--- src/rtl/mlaccel_qpi_master_if.sv ---
// Byte-level command/response handshake between an accelerator client and
// the QPI master. The client drives commands; the QPI master returns read bytes.
interface mlaccel_qpi_master_if;
    logic       cmd_valid;
    logic       cmd_ready;
    logic       cmd_write;
    logic [7:0] cmd_wdata;
    logic       cmd_last;
    logic       rsp_valid;
    logic [7:0] rsp_data;

    modport master (
        output cmd_valid, cmd_write, cmd_wdata, cmd_last,
        input  cmd_ready, rsp_valid, rsp_data
    );

    modport slave (
        input  cmd_valid, cmd_write, cmd_wdata, cmd_last,
        output cmd_ready, rsp_valid, rsp_data
    );
endinterface

--- src/rtl/mlaccel_qpi_master.sv ---
// QPI (quad I/O) byte master: one qpi_clk period per byte, high nibble on the
// rising edge, low nibble on the falling edge, with chip-select framing.
module mlaccel_qpi_master #(
    parameter int CLKDIV = 2,
    parameter int CS_GAP = 4
) (
    input  logic                       clock,
    input  logic                       resetn,
    mlaccel_qpi_master_if.slave        cmd,
    output logic                       busy,
    output logic                       qpi_csb,
    output logic                       qpi_clk,
    output logic [3:0]                 qpi_io_do,
    output logic [3:0]                 qpi_io_oe,
    input  logic [3:0]                 qpi_io_di
);

    localparam logic [2:0] ST_IDLE  = 3'd0;
    localparam logic [2:0] ST_SETUP = 3'd1;
    localparam logic [2:0] ST_LOW   = 3'd2;
    localparam logic [2:0] ST_HIGH  = 3'd3;
    localparam logic [2:0] ST_STALL = 3'd4;
    localparam logic [2:0] ST_HOLD  = 3'd5;
    localparam logic [2:0] ST_GAP   = 3'd6;

    localparam logic [7:0] PHASE_LOAD = 8'(CLKDIV - 1);
    localparam logic [7:0] GAP_LOAD   = 8'(CS_GAP - 1);

    logic [2:0] state_r;
    logic [2:0] state_nxt_s;
    logic [7:0] cnt_r;
    logic [7:0] cnt_nxt_s;
    logic [7:0] byte_r;
    logic [7:0] byte_nxt_s;
    logic       write_r;
    logic       write_nxt_s;
    logic       last_r;
    logic       last_nxt_s;
    logic [3:0] rd_hi_r;

    logic       csb_r;
    logic       clk_r;
    logic       oe_r;
    logic [3:0] do_r;
    logic       ready_r;
    logic       busy_r;
    logic       rsp_valid_r;
    logic [7:0] rsp_data_r;

    logic       csb_nxt_s;
    logic       clk_nxt_s;
    logic       oe_nxt_s;
    logic [3:0] do_nxt_s;
    logic       ready_nxt_s;
    logic       busy_nxt_s;

    logic       accept_s;
    logic       phase_end_s;

    assign accept_s    = cmd.cmd_valid && ready_r;
    assign phase_end_s = (cnt_r == 8'd0);

    // Next-state, phase counter and command latch.
    always_comb begin
        state_nxt_s = state_r;
        cnt_nxt_s   = cnt_r;
        byte_nxt_s  = byte_r;
        write_nxt_s = write_r;
        last_nxt_s  = last_r;
        case (state_r)
            ST_IDLE: begin
                if (accept_s) begin
                    state_nxt_s = ST_SETUP;
                    cnt_nxt_s   = PHASE_LOAD;
                    byte_nxt_s  = cmd.cmd_wdata;
                    write_nxt_s = cmd.cmd_write;
                    last_nxt_s  = cmd.cmd_last;
                end else begin
                    state_nxt_s = ST_IDLE;
                end
            end
            ST_SETUP, ST_LOW: begin
                if (phase_end_s) begin
                    state_nxt_s = (state_r == ST_SETUP) ? ST_LOW : ST_HIGH;
                    cnt_nxt_s   = PHASE_LOAD;
                end else begin
                    cnt_nxt_s = cnt_r - 8'd1;
                end
            end
            ST_HIGH: begin
                if (!phase_end_s) begin
                    cnt_nxt_s = cnt_r - 8'd1;
                end else if (last_r) begin
                    state_nxt_s = ST_HOLD;
                    cnt_nxt_s   = PHASE_LOAD;
                end else if (accept_s) begin
                    // Chained byte: go straight to LOW so clock-low time stays CLKDIV.
                    state_nxt_s = ST_LOW;
                    cnt_nxt_s   = PHASE_LOAD;
                    byte_nxt_s  = cmd.cmd_wdata;
                    write_nxt_s = cmd.cmd_write;
                    last_nxt_s  = cmd.cmd_last;
                end else begin
                    state_nxt_s = ST_STALL;
                end
            end
            ST_STALL: begin
                if (accept_s) begin
                    state_nxt_s = ST_LOW;
                    cnt_nxt_s   = PHASE_LOAD;
                    byte_nxt_s  = cmd.cmd_wdata;
                    write_nxt_s = cmd.cmd_write;
                    last_nxt_s  = cmd.cmd_last;
                end else begin
                    state_nxt_s = ST_STALL;
                end
            end
            ST_HOLD: begin
                if (phase_end_s) begin
                    state_nxt_s = ST_GAP;
                    cnt_nxt_s   = GAP_LOAD;
                end else begin
                    cnt_nxt_s = cnt_r - 8'd1;
                end
            end
            ST_GAP: begin
                if (phase_end_s) begin
                    state_nxt_s = ST_IDLE;
                end else begin
                    cnt_nxt_s = cnt_r - 8'd1;
                end
            end
            default: begin
                state_nxt_s = ST_IDLE;
                cnt_nxt_s   = 8'd0;
            end
        endcase
    end

    // Output values for the upcoming state, so every pad/handshake output is a flop.
    always_comb begin
        csb_nxt_s   = 1'b1;
        clk_nxt_s   = 1'b0;
        oe_nxt_s    = oe_r;
        do_nxt_s    = do_r;
        ready_nxt_s = 1'b0;
        busy_nxt_s  = (state_nxt_s != ST_IDLE);
        case (state_nxt_s)
            ST_IDLE: begin
                oe_nxt_s    = 1'b0;
                do_nxt_s    = 4'h0;
                ready_nxt_s = 1'b1;
            end
            ST_SETUP, ST_LOW: begin
                csb_nxt_s = 1'b0;
                oe_nxt_s  = write_nxt_s;
                if (write_nxt_s) begin
                    do_nxt_s = byte_nxt_s[7:4];
                end else begin
                    do_nxt_s = do_r;
                end
            end
            ST_HIGH: begin
                csb_nxt_s   = 1'b0;
                clk_nxt_s   = 1'b1;
                oe_nxt_s    = write_nxt_s;
                ready_nxt_s = (cnt_nxt_s == 8'd0) && !last_nxt_s;
                if (write_nxt_s) begin
                    do_nxt_s = byte_nxt_s[3:0];
                end else begin
                    do_nxt_s = do_r;
                end
            end
            ST_STALL: begin
                csb_nxt_s   = 1'b0;
                ready_nxt_s = 1'b1;
            end
            ST_HOLD: begin
                csb_nxt_s = 1'b0;
            end
            ST_GAP: begin
                oe_nxt_s = 1'b0;
            end
            default: begin
                oe_nxt_s = 1'b0;
                do_nxt_s = 4'h0;
            end
        endcase
    end

    // State, phase counter and latched command registers.
    always_ff @(posedge clock or negedge resetn) begin
        if (!resetn) begin
            state_r <= ST_IDLE;
            cnt_r   <= 8'd0;
            byte_r  <= 8'h00;
            write_r <= 1'b0;
            last_r  <= 1'b0;
        end else begin
            state_r <= state_nxt_s;
            cnt_r   <= cnt_nxt_s;
            byte_r  <= byte_nxt_s;
            write_r <= write_nxt_s;
            last_r  <= last_nxt_s;
        end
    end

    // Registered pad and handshake outputs.
    always_ff @(posedge clock or negedge resetn) begin
        if (!resetn) begin
            csb_r   <= 1'b1;
            clk_r   <= 1'b0;
            oe_r    <= 1'b0;
            do_r    <= 4'h0;
            ready_r <= 1'b0;
            busy_r  <= 1'b0;
        end else begin
            csb_r   <= csb_nxt_s;
            clk_r   <= clk_nxt_s;
            oe_r    <= oe_nxt_s;
            do_r    <= do_nxt_s;
            ready_r <= ready_nxt_s;
            busy_r  <= busy_nxt_s;
        end
    end

    // Read capture: high nibble held aside so rsp_data only changes with rsp_valid.
    always_ff @(posedge clock or negedge resetn) begin
        if (!resetn) begin
            rd_hi_r     <= 4'h0;
            rsp_data_r  <= 8'h00;
            rsp_valid_r <= 1'b0;
        end else begin
            if ((state_r == ST_LOW) && phase_end_s) begin
                rd_hi_r <= qpi_io_di;
            end
            if ((state_r == ST_HIGH) && phase_end_s && !write_r) begin
                rsp_data_r  <= {rd_hi_r, qpi_io_di};
                rsp_valid_r <= 1'b1;
            end else begin
                rsp_valid_r <= 1'b0;
            end
        end
    end

    assign cmd.cmd_ready = ready_r;
    assign cmd.rsp_valid = rsp_valid_r;
    assign cmd.rsp_data  = rsp_data_r;
    assign busy          = busy_r;
    assign qpi_csb       = csb_r;
    assign qpi_clk       = clk_r;
    assign qpi_io_do     = do_r;
    assign qpi_io_oe     = {4{oe_r}};

endmodule
--- src/flat_wrapper.sv ---
// flat-port wrapper written by rule: the top's interface ports become plain ports
module mlaccel_qpi_master_flat 
#(
    parameter int CLKDIV = 2,
    parameter int CS_GAP = 4
)
  (clock, resetn, busy, qpi_csb, qpi_clk, qpi_io_do, qpi_io_oe, qpi_io_di, cmd_cmd_valid, cmd_cmd_write, cmd_cmd_wdata, cmd_cmd_last, cmd_cmd_ready, cmd_rsp_valid, cmd_rsp_data);
  mlaccel_qpi_master_if cmd_i ();
  input  logic clock;
  input  logic resetn;
  output logic busy;
  output logic qpi_csb;
  output logic qpi_clk;
  output logic [3:0] qpi_io_do;
  output logic [3:0] qpi_io_oe;
  input  logic [3:0] qpi_io_di;
  input wire logic [$bits(cmd_i.cmd_valid)-1:0] cmd_cmd_valid;
  input wire logic [$bits(cmd_i.cmd_write)-1:0] cmd_cmd_write;
  input wire logic [$bits(cmd_i.cmd_wdata)-1:0] cmd_cmd_wdata;
  input wire logic [$bits(cmd_i.cmd_last)-1:0] cmd_cmd_last;
  output wire logic [$bits(cmd_i.cmd_ready)-1:0] cmd_cmd_ready;
  output wire logic [$bits(cmd_i.rsp_valid)-1:0] cmd_rsp_valid;
  output wire logic [$bits(cmd_i.rsp_data)-1:0] cmd_rsp_data;
  assign cmd_i.cmd_valid = cmd_cmd_valid;
  assign cmd_i.cmd_write = cmd_cmd_write;
  assign cmd_i.cmd_wdata = cmd_cmd_wdata;
  assign cmd_i.cmd_last = cmd_cmd_last;
  assign cmd_cmd_ready = cmd_i.cmd_ready;
  assign cmd_rsp_valid = cmd_i.rsp_valid;
  assign cmd_rsp_data = cmd_i.rsp_data;
  mlaccel_qpi_master #(.CLKDIV(CLKDIV), .CS_GAP(CS_GAP)) u_core (.clock(clock), .resetn(resetn), .cmd(cmd_i), .busy(busy), .qpi_csb(qpi_csb), .qpi_clk(qpi_clk), .qpi_io_do(qpi_io_do), .qpi_io_oe(qpi_io_oe), .qpi_io_di(qpi_io_di));
endmodule
--- config.mk ---
export PLATFORM = sky130hd
export DESIGN_NAME = mlaccel_qpi_master_flat
export DESIGN_NICKNAME = d
export VERILOG_FILES = /design/src/rtl/mlaccel_qpi_master_if.sv /design/src/rtl/mlaccel_qpi_master.sv /design/src/flat_wrapper.sv
export SDC_FILE = /design/constraint.sdc
export NUM_CORES = 1
export LEC_CHECK = 0
export BUFFER_PORTS_ARGS = -buffer_cell sky130_fd_sc_hd__buf_4
export CORE_MARGIN = 2
export CORE_UTILIZATION = 55
export CTS_CLUSTER_DIAMETER = 50
export CTS_CLUSTER_SIZE = 12
export DETAILED_ROUTE_END_ITERATION = 8
export GPL_ROUTABILITY_DRIVEN = 1
export HOLD_SLACK_MARGIN = 0.06
export PLACE_DENSITY = 0.84
export SETUP_SLACK_MARGIN = 0.5
export SYNTH_ARGS = -nofsm -noshare
export SYNTH_HDL_FRONTEND = slang
export SYNTH_SLANG_ARGS = --single-unit
--- constraint.sdc ---
create_clock -name clock -period 4.2 [get_ports clock]
set_input_delay 0.84 -clock clock [delete_from_list [all_inputs] [get_ports clock]]
set_output_delay 0.84 -clock clock [all_outputs]
set_load 0.005 [all_outputs]
==> metrics.yaml, run 1 <==
status: "finished, final reports clean"
fmax_ghz: 0.314
dieArea_um2: 4710
clk_path_buf_depth: 2
clk_pin_slew_ns: 0.09
dr_total_vias: 1877
root_buffer: "clkbuf_8"
post-route-cell-area_um2: 2660
vdd_ir_drop_max_uv: 221
drt_wl_total_mm: 5.20
post-synth-top-count-cell: "dfrtp_1"
die_w_um: 68.6
drive_above_1_share_pct: 30.4
cap_violations: 0
via_per_inst: 6.11
cts-buffers-inserted: 5
post_cts_buffers: 0
ctsHoldBuffers: 0
clock_power_share_pct: 38.5
area_growth_pct: 15.9
dp_hpwl_mm: 3.63
fin_cells: 307
p_int_w: 0.000546
synthTopCellsByArea: "dfrtp_1 (46%), mux2_2 (5.9%), nand2_1 (5.2%), mux2_4 (3.3%), a21oi_1 (2.8%)"
synth-seq-area-share_pct: 46.9
yosysTopAreaCellShare_pct: 45.8
wl_per_cell_um: 16.9
ys_ff_latch: 43
grt_pass1_vias: 1717
top_usage_layer: "met2"
final_nets: 275
critical_path_peak_fanout: 9
critPathKind: "reg -> reg"
rows: 23
worstHoldPathType: "reg -> reg"
n_antenna_cell: 0
worstSetupStartpointType: "register"
die_h_um: 68.6
insertion_delay_ns: 0.30
synth_commonest_cells: "dfrtp_1 (42), nand2_1 (32), a21oi_1 (13)"
htreeDepth: 2
synth_top_cell_by_area: "dfrtp_1"
num-fill-cells: 305
met1_usage_pct: 33.5
drtIter0Drc: 239
sw_frac_of_total_pct: 23.6
cts_tree: "yes"
synth_edf_count: 0
async_flop_share_pct: 100
grt_overflow_total: 0
register_area_um2: 1080
core_um2: 4000
final_max_slew_viol_count: 0
power.share.sequential_pct: 58.3
timing.hold.ws_ns: 0.475
clock_sinks: 43
io_pins: 38
dpl_cell_area_um2: 2570
ys.flop_type: "dfrtp_1"
syn-num-nets: 244
drc_errors: 0
io_buffers: 37
relSlewSlack_pct: 38.9
fin_worst_skew_ns: 0.0127
synth_cell_types: 56
antenna_found_initial: 0
combPwrFrac_pct: 3.1
finalCritPeriodShare_pct: 75.9
p_leak_nw: 1.26
yosys_warnings: 0
p_sw_w: 0.000168
placed_cells: 299
grt_use_met2_pct: 35.8
worstMarginPinSlew_ns: 0.904
hold_violations: 0
grt_setup_unrepaired: "false"
grt_usage_pct: 24.0
synth_area_per_cell_um2: 10.2
final_antenna_net_count: 0
start_util_pct: 57.4
drtPass1Iterations: 4
grt_max_degree: 44
place_congestion: 0.934
power_density_nw_per_um2: 268
post-route-min-period_ns: 3.19
multi_input_area_um2: 1110
grt_use_met3_pct: 4.87
grt_pass1_wl_mm: 8.28
worst_setup_path_end_kind: "register"
crit_required_ns: 4.38
synthCells: 225
critPathArrivalTime_ns: 3.37
setup_viol: 0
cts-resized-gates: 0
finalSetupTns_ns: 0
syn_area_um2: 2300
[area by class of cell]
type                            instances  share of cell area [%]
Sequential cell                        43                    40.5
Inverter                                9                    1.27
Multi-Input combinational cell        159                    41.7
Clock buffer                            5                    2.59
Timing Repair Buffer                   38                    10.7
Clock inverter                          3                   0.894
Tap cell                               50                    2.35
[state kept, by name (all words and copies together) (netlist names)]
register and cells:
u_core.write_r 1, u_core.oe_r 1, u_core.rd_hi_r 4, u_core.last_r 1, u_core.byte_r 8, u_core.cnt_r 8, u_core.cmd.rsp_valid 1, u_core.qpi_io_do 4
u_core.qpi_clk 1, u_core.cmd.rsp_data 8, u_core.busy 1, u_core.state_r 3, u_core.qpi_csb 1, u_core.cmd.cmd_ready 1
[power groups by stage]
stage | Clock (W) | Sequential [W] | Combinational, W
finish | 0.000275 | 0.000416 | 0.0000222
global route | 0.000295 | 0.000417 | 0.0000253
CTS | 0.000279 | 0.000416 | 0.0000230
detailed placement | 0 | 0.000425 | 0.0000228
global placement | 0 | 0.000425 | 0.0000230
floorplan | 0 | 0.000425 | 0.00000190
[placed cells by master (no fill, tap or decap), types with 3 or more instances in the layout]
master	netlist	layout
a21oi_1	13	13
a22o_1	4	4
a31o_2	3	3
a31oi_1	3	3
and2_1	3	3
buf_4	4	38
clkbuf_8	0	5
dfrtp_1	42	42
inv_1	7	7
mux2_2	12	12
mux2_4	5	5
mux2i_1	3	3
nand2_1	32	32
nand3_1	7	7
nand4_1	3	3
nor2_1	8	8
nor2b_1	5	5
nor3_1	3	3
nor4_1	3	3
o21ai_0	7	7
o31ai_1	4	4
or3_1	4	4
[per-layer routing]
layer,vias to the layer above,wire length [um]
li1,882,-
met5,-,0
met1,899,2300
met3,13,320
met4,0,120
met2,83,2460
[critical path: stages (launching register included)]
cell and delay [ns]:
dfrtp_1 0.43, inv_1 0.11, ha_1 0.23, or4b_4 0.52
o41ai_4 0.72, mux2_4 0.36, nor2b_2 0.16, nand2b_4 0.21
mux2_4 0.31
[cell families (layout without fill, tap and decap cells)]
family,Yosys count,in the layout,synth area share [%]
adders and majority gates,2,2,1.09
buffers and inverters,23,55,4.80
DFF,43,43,46.9
AOI/OAI and AO/OA,49,49,15.5
muxes,20,20,10.5
and+or+nand+nor,88,88,21.3
[worst paths after layout]
path,startpoint,slack [ns],depth (start not counted),to
hold / removal,u_core.rd_hi_r[3],0.48,2,u_core.cmd.rsp_data[7]
setup / recovery,u_core.cnt_r[0],1.01,8,u_core.qpi_io_do[0]
min in group asynchronous,resetn,0.51,1,u_core.state_r[0]
setup reg to reg,u_core.cnt_r[0],1.01,8,u_core.qpi_io_do[0]
max in group asynchronous,resetn,3.30,1,u_core.qpi_csb
hold reg to reg,u_core.rd_hi_r[3],0.48,2,u_core.cmd.rsp_data[7]
[per-stage QoR]
| step | utilization (%) | power [W] | setup slack, ns |
|---|---|---|---|
| 2_1_floorplan | - | 0.000426 | 1.31 |
| 3_3_place_gp | 64.2 | 0.000448 | 1.14 |
| 3_5_place_dp | 64.2 | 0.000447 | 1.05 |
| 4_1_cts | 66.5 | 0.000718 | 1.03 |
| 5_1_grt | 66.5 | 0.000737 | 0.860 |
| 6_report | 66.5 | 0.000714 | 1.01 |
(Power assumes the default switching activity.)
==> run 2, diff against run 1 <==
--- a/config.mk
+++ b/config.mk
@@ -7,13 +7,13 @@
 export LEC_CHECK = 0
 export BUFFER_PORTS_ARGS = -buffer_cell sky130_fd_sc_hd__buf_4
 export CORE_MARGIN = 2
-export CORE_UTILIZATION = 55
+export CORE_UTILIZATION = 50
 export CTS_CLUSTER_DIAMETER = 50
 export CTS_CLUSTER_SIZE = 12
 export DETAILED_ROUTE_END_ITERATION = 8
 export GPL_ROUTABILITY_DRIVEN = 1
 export HOLD_SLACK_MARGIN = 0.06
-export PLACE_DENSITY = 0.84
+export PLACE_DENSITY = 0.81
 export SETUP_SLACK_MARGIN = 0.5
 export SYNTH_ARGS = -nofsm -noshare
 export SYNTH_HDL_FRONTEND = slang
==> constraint.sdc (replaced) <==
create_clock -name clock -period 2.6 [get_ports clock]
set_input_delay 0.52 -clock clock [delete_from_list [all_inputs] [get_ports clock]]
set_output_delay 0.52 -clock clock [all_outputs]
set_load 0.005 [all_outputs]
==> metrics.yaml, run 2 (synthesis results as in run 1) <==
post-route-min-period_ns: 2.59  # -0.597 ns
setup_viol: 0  # unchanged
drtIter0Drc: 202  # -15%
critPathArrivalTime_ns: 2.77  # -0.60 ns
grt_pass1_vias: 1941  # +13%
crit_end: "u_core.qpi_io_do[1]"
num-fill-cells: 347  # +14%
grt_max_degree: 44  # unchanged
finalCritPeriodShare_pct: 99.6  # +24 points
drc_errors: 0  # unchanged
io_pins: 38  # unchanged
worstMarginPinSlew_ns: 0.545  # -0.359 ns
fin_worst_skew_ns: 0.00561  # -0.00704 ns
preCtsSetupSlack_ns: 0.00800  # -1.04 ns
cts_tree: "yes"
crit_required_ns: 2.78  # -1.60 ns
cap_violations: 0  # unchanged
placed_cells: 325  # +8.7%
dr_total_vias: 2045  # +9.0%
timing.critical_path.slowest_cell_delay_ns: 0.50  # -0.22 ns
start_util_pct: 52.4  # -5.0 points
worst_setup_path_end_kind: "register"
hold_violations: 0  # unchanged
grt_pass1_wl_mm: 9.74  # +18%
antenna_found_initial: 0  # unchanged
dieArea_um2: 5150  # +9.4%
grt_setup_unrepaired: "true"
worstHoldPathType: "in -> async"
die_h_um: 71.8  # +4.6%
fin_cells: 337  # +9.8%
relSlewSlack_pct: 63.1  # +24 points
critical_path_peak_fanout: 8  # -1
fmax_ghz: 0.386  # +23%
slowest_stage: "or4b_4"
timing.rr.start: "u_core.cnt_r[1]"
layout_common_cells: "buf_4 (63), dfrtp_1 (42), nand2_1 (32)"
final_antenna_net_count: 0  # unchanged
clk_pin_slew_ns: 0.08  # about the same
drt_wl_total_mm: 6.02  # +16%
register_area_um2: 1080  # unchanged
drive_above_1_share_pct: 41.1  # +11 points
via_per_inst: 6.07  # -0.75%
worstSetupStartpointType: "register"
layout.cells.most_common: "buf_4"
n_antenna_cell: 0  # unchanged
cts-buffers-inserted: 5  # unchanged
io_buffers: 37  # unchanged
multi_input_area_um2: 1180  # +6.3%
setup_slack_ns: 0.0117  # -1.00 ns
grt_overflow_total: 0  # unchanged
crit_path_cell_trace: "inv_2 -> ha_4 -> or4b_4 -> o41ai_4 -> buf_6 -> mux2_2 -> a22o_1 -> mux2_4"
critPathKind: "reg -> reg"
core_um2: 4380  # +9.6%
wl_per_cell_um: 17.9  # +5.5%
dp_hpwl_mm: 4.08  # +12%
rr_worst_depth: 8  # unchanged
clock_sinks: 43  # unchanged
final_nets: 303  # +10%
status: "finished, final reports clean"
root_buffer: "clkbuf_8"
r2r-end: "u_core.qpi_io_do[1]"
htreeDepth: 2  # unchanged
place_congestion: 0.966  # +3.5%
drtPass1Iterations: 5  # +1
vdd_ir_drop_max_uv: 412  # +86%
reg2reg_setup_slack_ns: 0.01  # -1.00 ns
final_max_slew_viol_count: 0  # unchanged
grt_usage_pct: 24.5  # +0.48 points
power_density_nw_per_um2: 383  # +43%
post-route-cell-area_um2: 2940  # +11%
p_leak_nw: 1.40  # +11%
area_growth_pct: 28.1
die_w_um: 71.8  # +4.6%
rows: 24  # +4.3%
insertion_delay_ns: 0.30  # about the same
critPathLaunch: "u_core.cnt_r[1]"
clk_path_buf_depth: 2  # unchanged
timing.hold.ws_ns: 0.195  # -0.281 ns
dpl_cell_area_um2: 2770  # +7.9%
## run 2: per-layer routing
metal / wire, um / vias up / GRT usage (%)
met1: 2440 / 996 / 31.7
li1: - / 935 / -
met5: 0 / - / 0
met2: 3090 / 103 / 41.2
met3: 386 / 11 / 4.92
met4: 97 / 0 / 8.39
## run 2: timing repair
action,CTS,global route
pin swaps,2,4
resized for setup,7,8
setup endpoints to repair,31,31
cloned,1,0
buffers inserted,2,1
hold buffers,0,0
## run 2: critical path, delay by kind of cell (launching register included)
kind / cells / cell delay (ns)
buf+inv: 2 / 0.28
fa+ha+maj: 1 / 0.13
compound gates: 2 / 0.54
mux: 2 / 0.62
flops: 1 / 0.41
simple gates: 1 / 0.50
## run 2: worst min path at each step
stage                           start                      to  slack [ns]  depth (start not counted)
floorplan                      resetn             u_core.busy        0.22                          0
global placement    u_core.rd_hi_r[0]  u_core.cmd.rsp_data[4]        0.44                          2
detailed placement  u_core.rd_hi_r[2]  u_core.cmd.rsp_data[6]        0.45                          2
CTS                            resetn    u_core.cmd.cmd_ready        0.22                          1
global route                   resetn       u_core.state_r[0]        0.23                          1
finish                         resetn       u_core.state_r[0]        0.19                          1
## run 2: power by group
group	switching, W	internal, W	total [W]
combinational	0.0000180	0.0000176	0.0000357
sequential	0.00000148	0.000671	0.000673
clock	0.000231	0.000188	0.000419
## run 2: cell type report
class	count	share of cell area, %
Tap cell	52	2.21
Clock inverter	2	0.426
Inverter	9	1.32
Multi-Input combinational cell	160	40.1
Sequential cell	43	36.6
Clock buffer	6	2.47
Timing Repair Buffer	65	16.9
## run 2: metrics by stage
step	power, W	util [%]	TNS [ns]
3_3_place_gp	0.000723	63.2	0
3_5_place_dp	0.000723	63.2	0
6_report	0.00113	67.1	0
4_1_cts	0.00113	66.2	0
2_1_floorplan	0.000689	-	-0.238
5_1_grt	0.00116	67.1	-0.0865
==> run 3, diff against run 2 <==
--- a/config.mk
+++ b/config.mk
@@ -18,3 +18,4 @@
 export SYNTH_ARGS = -nofsm -noshare
 export SYNTH_HDL_FRONTEND = slang
 export SYNTH_SLANG_ARGS = --single-unit
+export TNS_END_PERCENT = 100
==> constraint.sdc (replaced) <==
create_clock -name clock -period 2.6 [get_ports clock]
set_input_delay 0.52 -clock clock [delete_from_list [all_inputs] [get_ports clock]]
set_output_delay 0.52 -clock clock [all_outputs]
set_load 0.05 [all_outputs]
==> metrics.yaml, run 3 (synthesis results as in run 1) <==
status: "finished, final reports clean"
area_growth_pct: 30.8
die_h_um: 71.8  # unchanged
place_congestion: 0.953  # -1.4%
post-route-min-period_ns: 2.56  # -0.0269 ns
io_buffers: 37  # unchanged
worstHoldPathType: "in -> async"
timing.critical_path.slowest_cell_delay_ns: 0.52  # +0.02 ns
crit_required_ns: 2.79  # about the same
final_nets: 305  # +0.66%
grt_pass1_vias: 2014  # +3.8%
finalCritPeriodShare_pct: 98.5  # -1.0 points
layout_common_cells: "buf_4 (64), dfrtp_1 (41), nand2_1 (32)"
crit_path_cell_trace: "inv_2 -> ha_4 -> or4b_4 -> o41ai_4 -> buf_6 -> mux2_2 -> a22o_1 -> mux2_4"
io_pins: 38  # unchanged
fin_worst_skew_ns: 0.00509  # -0.000519 ns
critPathTopFamily: "multiplexers"
dr_total_vias: 2064  # +0.93%
cap_violations: 0  # unchanged
root_buffer: "clkbuf_8"
fmax_ghz: 0.390  # +1.1%
final_antenna_net_count: 0  # unchanged
drtPass1Iterations: 4  # -1
antenna_found_initial: 0  # unchanged
ctsHoldBuffers: 0  # unchanged
dieArea_um2: 5150  # unchanged
slowest_stage: "or4b_4"
grt_usage_pct: 24.5  # about the same
grt_max_degree: 44  # unchanged
layout.cells.most_common: "buf_4"
setup_viol: 0  # unchanged
wl_per_cell_um: 17.4  # -2.4%
grt_overflow_total: 0  # unchanged
htreeDepth: 2  # unchanged
clk_path_buf_depth: 2  # unchanged
clk_pin_slew_ns: 0.09  # about the same
clock_sinks: 43  # unchanged
drt_wl_total_mm: 5.91  # -1.8%
cts_tree: "yes"
critical_path_peak_fanout: 8  # unchanged
hold_violations: 0  # unchanged
drc_errors: 0  # unchanged
preCtsSetupSlack_ns: 0.0341  # +0.0261 ns
dp_hpwl_mm: 4.15  # +1.6%
power.total_w: 0.00124  # +9.9%
worstMarginPinSlew_ns: 0.555  # +0.0103 ns
path_depth: 8  # unchanged
rr_worst_depth: 8  # unchanged
worstSetupStartpointType: "register"
power_density_nw_per_um2: 413  # +7.6%
rows: 24  # unchanged
reg2reg_setup_slack_ns: 0.04  # +0.03 ns
cts-buffers-inserted: 5  # unchanged
drive_above_1_share_pct: 41.5  # +0.41 points
critPathKind: "reg -> reg"
vdd_ir_drop_max_uv: 374  # -9.2%
p_leak_nw: 1.44  # +2.4%
n_antenna_cell: 0  # unchanged
insertion_delay_ns: 0.30  # about the same
via_per_inst: 6.09  # +0.33%
drtIter0Drc: 140  # -31%
critPathBufInv: 2  # unchanged
setup_slack_ns: 0.0386  # +0.0269 ns
final_util_pct: 68.5  # +1.4 points
worst_setup_path_end_kind: "register"
final_max_slew_viol_count: 0  # unchanged
core_um2: 4380  # unchanged
start_util_pct: 52.4  # unchanged
grt_pass1_wl_mm: 9.60  # -1.4%
grt_setup_unrepaired: "true"
critPathArrivalTime_ns: 2.76  # about the same
num-fill-cells: 331  # -4.6%
relSlewSlack_pct: 62.7  # -0.40 points
die_w_um: 71.8  # unchanged
run 3: changes by cell type in the layout (fill, tap and decap cells not counted), moves of 2 or more:
cell and delta:
mux2_4 +4, mux2_2 -4, or3_4 -2, buf_6 +2
run 3: layout make-up:
| class | count | area [um2] | area share, % |
|---|---|---|---|
| Tap cell | 52 | 65.1 | 2.17 |
| Inverter | 9 | 33.8 | 1.13 |
| Multi-Input combinational cell | 159 | 1190 | 39.5 |
| Sequential cell | 43 | 1080 | 35.9 |
| Clock inverter | 3 | 43.8 | 1.46 |
| Clock buffer | 5 | 68.8 | 2.29 |
| Timing Repair Buffer | 68 | 526 | 17.5 |
run 3: worst paths after layout:
| kind | startpoint | endpoint |
|---|---|---|
| max | u_core.cnt_r[0] | u_core.qpi_io_do[1] |
| min | resetn | u_core.oe_r |
| min in group clock | qpi_io_di[1] | u_core.cmd.rsp_data[1] |
| max reg2reg | u_core.cnt_r[0] | u_core.qpi_io_do[1] |
| max in group asynchronous | resetn | u_core.cmd.cmd_ready |
| min reg2reg | u_core.rd_hi_r[2] | u_core.cmd.rsp_data[6] |
run 3: per-layer routing:
metal | track usage, % | up-vias | routed length [um]
met5 | 0 | - | 0
met1 | 29.8 | 1015 | 2340
met4 | 10.9 | 0 | 182
met2 | 40.9 | 84 | 3000
li1 | - | 944 | -
met3 | 6.33 | 21 | 382
run 3: through the flow:
step                TNS, ns  std cells  hold WS (ns)  instance area, um2
floorplan            -0.238        225         0.224                2320
global placement          0        326         0.442                2780
detailed placement        0        326         0.455                2780
CTS                       0        336         0.218                2940
global route        -0.0357        339         0.235                3000
finish                    0        339         0.189                3000
run 3: power by group:
group	leakage, nW	internal [W]	total (W)	switching [W]
clock	0.0581	0.000286	0.000530	0.000244
combinational	0.843	0.0000178	0.0000362	0.0000185
sequential	0.536	0.000671	0.000673	0.00000146
total	1.44	0.000975	0.00124	0.000264
run 3: what timing repair did:
item	CTS	global route
endpoints found under the setup margin	31	32
buffers inserted	2	3
pin swaps	1	9
gates resized for setup	9	10
